<file path="src/rtl/fix_tx_framer.sv">
//======================================================================
// Module   : fix_tx_framer
// Brief    : Store-and-forward FIX framer. Sums body bytes, appends the
//            "10=NNN<DELIM>" trailer and releases only committed messages.
//            Optional header check enabled by defining FIX_TX_HDR_CHECK_EN.
// Revision : 1.0 - initial release
//======================================================================
`default_nettype none

module fix_tx_framer #(
    parameter int         DEPTH = 256,
    parameter logic [7:0] DELIM = 8'h7C
) (
    input  logic        clk,
    input  logic        rstn,
    input  logic [7:0]  in_data,
    input  logic        in_valid,
    input  logic        in_last,
    output logic        in_ready,
    output logic [7:0]  out_data,
    output logic        out_valid,
    output logic        out_last,
    input  logic        out_ready,
    output logic [31:0] msg_count,
    output logic [31:0] overflow_count,
    output logic [31:0] bad_hdr_count
);

    localparam int              c_AW         = $clog2(DEPTH);
    localparam int              c_PW         = c_AW + 1;
    localparam logic [c_PW-1:0] c_DEPTH      = c_PW'(DEPTH);
    localparam logic [c_PW-1:0] c_PTR_ONE    = c_PW'(1);
    localparam logic [c_PW-1:0] c_TRAIL_ROOM = c_PW'(8);
    localparam logic [2:0]      c_TRAIL_LAST = 3'd6;
    localparam logic [7:0]      c_ASCII_0    = 8'h30;
    localparam logic [7:0]      c_ASCII_1    = 8'h31;
    localparam logic [7:0]      c_ASCII_EQ   = 8'h3D;

    localparam logic [1:0] W_IDLE  = 2'd0;
    localparam logic [1:0] W_BODY  = 2'd1;
    localparam logic [1:0] W_TRAIL = 2'd2;
    localparam logic [1:0] W_DROP  = 2'd3;

    logic [1:0]      r_state;
    logic [1:0]      w_next_state;
    logic [c_PW-1:0] r_wptr;
    logic [c_PW-1:0] r_cptr;
    logic [c_PW-1:0] r_rptr;
    logic [c_PW-1:0] w_used;
    logic [c_PW-1:0] w_free;
    logic [7:0]      r_sum;
    logic [2:0]      r_tcnt;
    logic [31:0]     r_msg_count;
    logic [31:0]     r_overflow_count;
    logic [8:0]      r_mem [DEPTH];

    logic            w_in_open;
    logic            w_accept;
    logic            w_ovf_evt;
    logic            w_hdr_evt;
    logic            w_drop_evt;
    logic            w_wr_en;
    logic            w_rewind;
    logic            w_commit;
    logic [8:0]      w_wr_word;
    logic [8:0]      w_rd_word;
    logic [7:0]      w_hund;
    logic [7:0]      w_rem;
    logic [7:0]      w_tens;
    logic [7:0]      w_units;
    logic [7:0]      w_trail_byte;

    // Occupancy counts speculative bytes too, so a message never overruns unread data.
    assign w_used     = r_wptr - r_rptr;
    assign w_free     = c_DEPTH - w_used;
    assign w_in_open  = (r_state == W_IDLE) || (r_state == W_BODY);
    assign w_accept   = in_valid && w_in_open;
    assign w_ovf_evt  = w_accept && (in_last ? (w_free < c_TRAIL_ROOM) : (w_free == '0));
    assign w_drop_evt = w_ovf_evt || w_hdr_evt;

`ifdef FIX_TX_HDR_CHECK_EN
    localparam logic [7:0] c_ASCII_8 = 8'h38;

    logic        r_hdr_second;
    logic [31:0] r_bad_hdr_count;

    assign w_hdr_evt = w_accept && !w_ovf_evt &&
                       (((r_state == W_IDLE) && (in_data != c_ASCII_8)) ||
                        ((r_state == W_BODY) && r_hdr_second && (in_data != c_ASCII_EQ)));

    always_ff @(posedge clk or negedge rstn) begin
        if (!rstn) begin
            r_hdr_second    <= 1'b0;
            r_bad_hdr_count <= 32'd0;
        end else begin
            if (w_accept) begin
                r_hdr_second <= (r_state == W_IDLE);
            end
            if (w_hdr_evt) begin
                r_bad_hdr_count <= r_bad_hdr_count + 32'd1;
            end
        end
    end

    assign bad_hdr_count = r_bad_hdr_count;
`else
    assign w_hdr_evt     = 1'b0;
    assign bad_hdr_count = 32'd0;
`endif

    // Decimal digits of the checksum for the trailer.
    assign w_hund  = (r_sum >= 8'd200) ? 8'd2 : ((r_sum >= 8'd100) ? 8'd1 : 8'd0);
    assign w_rem   = r_sum - (w_hund * 8'd100);
    assign w_tens  = w_rem / 8'd10;
    assign w_units = w_rem - (w_tens * 8'd10);

    always_comb begin
        w_trail_byte = DELIM;
        case (r_tcnt)
            3'd0:    w_trail_byte = c_ASCII_1;
            3'd1:    w_trail_byte = c_ASCII_0;
            3'd2:    w_trail_byte = c_ASCII_EQ;
            3'd3:    w_trail_byte = c_ASCII_0 + w_hund;
            3'd4:    w_trail_byte = c_ASCII_0 + w_tens;
            3'd5:    w_trail_byte = c_ASCII_0 + w_units;
            default: w_trail_byte = DELIM;
        endcase
    end

    always_ff @(posedge clk or negedge rstn) begin
        if (!rstn) begin
            r_state <= W_IDLE;
        end else begin
            r_state <= w_next_state;
        end
    end

    always_comb begin
        w_next_state = r_state;
        case (r_state)
            W_IDLE, W_BODY: begin
                if (w_accept) begin
                    if (w_drop_evt) begin
                        w_next_state = in_last ? W_IDLE : W_DROP;
                    end else if (in_last) begin
                        w_next_state = W_TRAIL;
                    end else begin
                        w_next_state = W_BODY;
                    end
                end
            end
            W_TRAIL: begin
                if (r_tcnt == c_TRAIL_LAST) begin
                    w_next_state = W_IDLE;
                end
            end
            W_DROP: begin
                if (in_valid && in_last) begin
                    w_next_state = W_IDLE;
                end
            end
            default: w_next_state = W_IDLE;
        endcase
    end

    always_comb begin
        in_ready  = w_in_open;
        w_wr_en   = 1'b0;
        w_wr_word = {1'b0, in_data};
        w_rewind  = 1'b0;
        w_commit  = 1'b0;
        case (r_state)
            W_IDLE, W_BODY: begin
                w_wr_en  = w_accept && !w_drop_evt;
                w_rewind = w_drop_evt;
            end
            W_TRAIL: begin
                w_wr_en   = 1'b1;
                w_wr_word = {(r_tcnt == c_TRAIL_LAST), w_trail_byte};
                w_commit  = (r_tcnt == c_TRAIL_LAST);
            end
            W_DROP: begin
                w_rewind = 1'b1;
            end
            default: begin
                w_wr_en = 1'b0;
            end
        endcase
    end

    always_ff @(posedge clk or negedge rstn) begin
        if (!rstn) begin
            r_wptr           <= '0;
            r_cptr           <= '0;
            r_rptr           <= '0;
            r_sum            <= 8'd0;
            r_tcnt           <= 3'd0;
            r_msg_count      <= 32'd0;
            r_overflow_count <= 32'd0;
        end else begin
            if (w_rewind) begin
                r_wptr <= r_cptr;
            end else if (w_wr_en) begin
                r_wptr <= r_wptr + c_PTR_ONE;
            end
            if (w_commit) begin
                r_cptr      <= r_wptr + c_PTR_ONE;
                r_msg_count <= r_msg_count + 32'd1;
            end
            if (out_valid && out_ready) begin
                r_rptr <= r_rptr + c_PTR_ONE;
            end
            if (w_accept && !w_drop_evt) begin
                r_sum <= (r_state == W_IDLE) ? in_data : (r_sum + in_data);
            end
            r_tcnt <= ((r_state == W_TRAIL) && (r_tcnt != c_TRAIL_LAST)) ? (r_tcnt + 3'd1) : 3'd0;
            if (w_ovf_evt) begin
                r_overflow_count <= r_overflow_count + 32'd1;
            end
        end
    end

    // Storage is not reset; pointer reset alone makes old contents unreachable.
    always_ff @(posedge clk) begin
        if (w_wr_en) begin
            r_mem[r_wptr[c_AW-1:0]] <= w_wr_word;
        end
    end

    assign w_rd_word      = r_mem[r_rptr[c_AW-1:0]];
    assign out_valid      = (r_rptr != r_cptr);
    assign out_data       = w_rd_word[7:0];
    assign out_last       = out_valid && w_rd_word[8];
    assign msg_count      = r_msg_count;
    assign overflow_count = r_overflow_count;

endmodule

`default_nettype wire

</file>
<file path="config.mk">
export PLATFORM = sky130hd
export DESIGN_NAME = fix_tx_framer
export DESIGN_NICKNAME = d
export VERILOG_FILES = /design/src/rtl/fix_tx_framer.sv
export SDC_FILE = /design/constraint.sdc
export NUM_CORES = 2
export LEC_CHECK = 0
export ABC_AREA = 0
export ABC_CLOCK_PERIOD_IN_PS = 17000
export BUFFER_PORTS_ARGS = -buffer_cell sky130_fd_sc_hd__clkbuf_2
export CAP_MARGIN = 20
export CORE_MARGIN = 5
export CORE_UTILIZATION = 55
export DETAILED_ROUTE_END_ITERATION = 6
export PLACE_DENSITY = 0.84
export SLEW_MARGIN = 10
export SYNTH_ARGS = -nofsm -noshare
export SYNTH_HDL_FRONTEND = slang
export SYNTH_SLANG_ARGS = --single-unit
</file>
<file path="constraint.sdc">
create_clock -name clk -period 17 [get_ports clk]
set_clock_uncertainty 0.2 [all_clocks]
set_input_delay 2.55 -clock clk [delete_from_list [all_inputs] [get_ports clk]]
set_output_delay 2.55 -clock clk [all_outputs]
set_load 0.03 [all_outputs]
</file>
==> metrics list <==
- Final setup violating endpoints: 0
- Leakage component of the power: 34.31 nW
- Number of cells traversed by the worst hold path: 1
- Worst hold-check path type: reg2reg
- Once the clock tree was built, the setup fixing pass inserted 0 buffers.
* Reg2Reg Capture Point: r_mem[85][6]
* Share of flip-flops with an asynchronous set or reset: 4.319%
* Area fraction in compound gates after synthesis: 0.9113%
- Cell types with the highest counts after synthesis: sky130_fd_sc_hd__edfxtp_1, sky130_fd_sc_hd__mux4_2, sky130_fd_sc_hd__nor2_1
- Setup repair after global routing left no endpoint under its margin.
- Most frequent cell after synthesis: sky130_fd_sc_hd__edfxtp_1
- Die Height: 426.8 microns
- At the later pin of the worst-skew pair, clock insertion delay measures 0.89 ns.
- Crit path max-delay family: buffers and inverters
- Number of H-tree branching levels: 4
- Largest net degree at the start of global routing: 255
- Post-Synthesis Cells: 4372
- Largest family of logic cells by synthesized area: multiplexers
- By area the synthesized netlist is led by sky130_fd_sc_hd__edfxtp_1, sky130_fd_sc_hd__mux4_2, sky130_fd_sc_hd__dfrtp_1, sky130_fd_sc_hd__nor2_1, sky130_fd_sc_hd__ha_1.
- Across all register-to-register paths, the minimum setup slack is 7.46 ns.
- Starting density of the core: 55.10%
- The first detailed-routing pass ran for 7 iterations.
- Tracing the worst setup path back leads to its startpoint at r_rptr[1].
* Routed Antenna Nets: 0
* Number of buffers and inverters on the critical path: 4
* Number of max-cap violations: 0
- DRC Markers: 0
- Final critical-path required period: 9.861 ns
* I/O pin cnt: 120
- Post-synthesis cell area: 95560 sq um
- The floorplan step defined a die boundary enclosing 182200 sq um.
- Critical path destination: out_last
- In this run the deepest clock path goes through 3 buffers.
- HPWL Detailed: 138.5 mm
- Power density of the placed cells: 195.2 nW/um^2
* CTS clock-pin slew for the worst setup and hold paths: 0.07 ns
* Via count of the first global-routing pass: 50123
- The first global-routing pass estimated 387.5 mm of wire.
* Count of buffers from port buffering: 87
- Share of the cycle needed by the critical path after routing: 58.01%
- Max stage delay on crit path: 0.90 ns
- Max-slew headroom: 6.348%
* Number of antenna violations at the first check in global routing: 24
- Number of synthesized flops with an enable pin: 2304
- Final-report hold violation count: 0
* Clock sink total: 2408
* Pre-CTS WS: 7.792 ns
- The worst register-to-register path begins at r_sum[4].
- The flow ran to the end, and the final reports show no timing, DRC or antenna violations.
* CP Capture Type: output port
- Along the worst path, the maximum fanout reaches 61.
- After the first detailed-routing iteration, the DRC count stood at 9542.
* Net total in the final layout: 4651
- Setup Total Neg Slack: 0 ns
- After Yosys synthesis, full adders, half adders and majority gates account for 0.8615% of the synthesized area.
* Placer's final routability congestion estimate: 0.8455
- Timing would allow up to 101.4 MHz.
- Global routing finished with a remaining overflow of 0.
* Final total power: 20.72 mW
* Post-cts gate resize count: 0
- Final hold slack: 0.2753 ns
- Critical Setup Path Class: reg2out
- Wire length reported by the detailed router: 275.3 mm
- TritonCTS built the clock tree.
* Number of pins exceeding their max-slew limit in the final report: 0
- The critical path goes through buf_4 > buf_4 > buf_4 > mux4_2 > mux4_2 > mux4_2 > mux4_2 > and2_1 > clkbuf_2.
* Largest area contributor in the netlist: sky130_fd_sc_hd__edfxtp_1
- Clock tree synthesis inserted a total of 214 buffers.
- Site Rows: 153
- Area overhead of the layout relative to synthesis: 11.07%
* Average wire per standard cell: 38.75 microns
- Counting flops and latches in the post-synthesis netlist gives 2408.
- The worst-case IR drop observed on VDD is 656.7 uV.
- Min setup slack post-route: 7.139 ns
- For this run, the leading register cell type out of synthesis is sky130_fd_sc_hd__edfxtp_1.
- Vias post-DR: 50984
- In this run the biggest area consumer among cell types represents 72.40% of the synthesized area.
- For this run, the total global-route usage over all layers was measured as 30.35%.
- Stages on the worst setup path: 9
- Core area: 173400 sq um
- The tree is rooted in a sky130_fd_sc_hd__clkbuf_16.
- Syn Area/Cell: 21.86 sq um
- Cell depth of the worst flop-to-flop path: 28
- Data arrives at the worst endpoint at 7.11 ns.
- Summing the areas of all and, or, nand and nor instances in the mapped netlist gives 2.488% of the synthesized area.
* Worst Max-Slew Pin Slew: 1.405 ns
- After Yosys synthesis, XOR and XNOR cells account for 0.9990% of the synthesized area.
- After detailed routing, the number of vias per cell comes to 7.177.
- Share of post-route cells with drive strength above 1: 27.82%
- Crit-path slowest cell: sky130_fd_sc_hd__buf_4
- STA puts the critical path data required time at 14.25 ns.
- Multiplexer share of the synthesized area: 18.15%
- STA classifies the critical path startpoint as a register.
- The synthesized netlist contains 63 unique library cells.
* Total of warnings raised by yosys: 0
- Number of buffers inserted by hold repair at cts: 0
* Die width: 426.8 microns
- Counting stages on the worst path, the most repeated cell is sky130_fd_sc_hd__mux4_2.
* Fraction of the yosys area taken by sequential cells: 75.12%
## cells in the final DEF (no fill, tap or decap), types with 17 or more instances in the layout
cell,n
sky130_fd_sc_hd__edfxtp_1,2304
sky130_fd_sc_hd__o21ai_0,29
sky130_fd_sc_hd__clkbuf_2,86
sky130_fd_sc_hd__clkbuf_16,216
sky130_fd_sc_hd__clkinv_1,48
sky130_fd_sc_hd__ha_1,57
sky130_fd_sc_hd__dfrtp_1,98
sky130_fd_sc_hd__xnor2_1,64
sky130_fd_sc_hd__nand3_1,34
sky130_fd_sc_hd__mux4_2,765
sky130_fd_sc_hd__nand4_1,19
sky130_fd_sc_hd__inv_1,53
sky130_fd_sc_hd__nand2_1,96
sky130_fd_sc_hd__a21oi_1,39
sky130_fd_sc_hd__clkbuf_1,50
sky130_fd_sc_hd__conb_1,32
sky130_fd_sc_hd__buf_4,106
sky130_fd_sc_hd__xor2_1,45
sky130_fd_sc_hd__bufinv_16,20
sky130_fd_sc_hd__diode_2,17
sky130_fd_sc_hd__clkinv_2,44
sky130_fd_sc_hd__nor2_1,340
## power breakdown
part	total, mW	leakage, nW	switching [mW]	internal, mW
Combinational	8.18	8.23	4.98	3.20
Clock	4.95	3.38	2.29	2.66
Sequential	7.59	22.7	0.179	7.41
Total	20.7	34.3	7.45	13.3
## routing by layer
layer  GRT usage [%]  vias to the layer above  wire (microns)  share of wire, %
met5               0                        -             161             0.058
met4           17.55                       22           20130               7.3
met3           8.542                     1168           35940                13
met2           48.19                     5304          133700                49
met1           37.92                    25988           85420                31
li1                -                    18502               -                 -
## how the worst min path moves through the flow
stage | start | to | slack, ns
2_1_floorplan | r_tcnt[0] | r_tcnt[0] | 0.25
3_3_place_gp | overflow_count[31] | overflow_count[31] | 0.27
3_5_place_dp | overflow_count[31] | overflow_count[31] | 0.27
4_1_cts | overflow_count[31] | overflow_count[31] | 0.28
5_1_grt | msg_count[5] | msg_count[5] | 0.31
6_report | overflow_count[31] | overflow_count[31] | 0.28
## metrics by stage
| stage | instance area [sq um] | std cells | util, % |
|---|---|---|---|
| 6_report | 106100 | 7104 | 61.20 |
| 3_5_place_dp | 98780 | 6646 | 56.95 |
| 4_1_cts | 105700 | 7048 | 60.94 |
| 5_1_grt | 106100 | 7088 | 61.18 |
| 3_3_place_gp | 98730 | 6642 | 56.93 |
| 2_1_floorplan | 95680 | 4403 | - |
## flip-flops by register name (all words and copies together) (netlist names)
register	flops
r_mem	2304
msg_count	32
overflow_count	32
r_cptr	9
r_rptr	9
r_wptr	9
r_sum	8
r_tcnt	3
r_state	2
## cell families (layout without fill, tap and decap cells)
family	count (synthesis)	after routing
flops	2408	2408
mux	776	776
simple gates	566	566
buf+inv	313	672
compound gates	136	136
xor+xnor	109	109
fa+ha+maj	63	63
other cells	1	49
## area by class of cell
type | count | area [sq um]
antenna | 17 | 42.54
clock buffer | 269 | 5634
clock inverter | 133 | 1287
fill | 10622 | 67300
inverter | 54 | 210.2
multi-input combinational | 1682 | 22660
sequential | 2408 | 71810
tap | 2325 | 2909
timing repair buffer | 216 | 1589
Power figures use the tool's default switching activity.
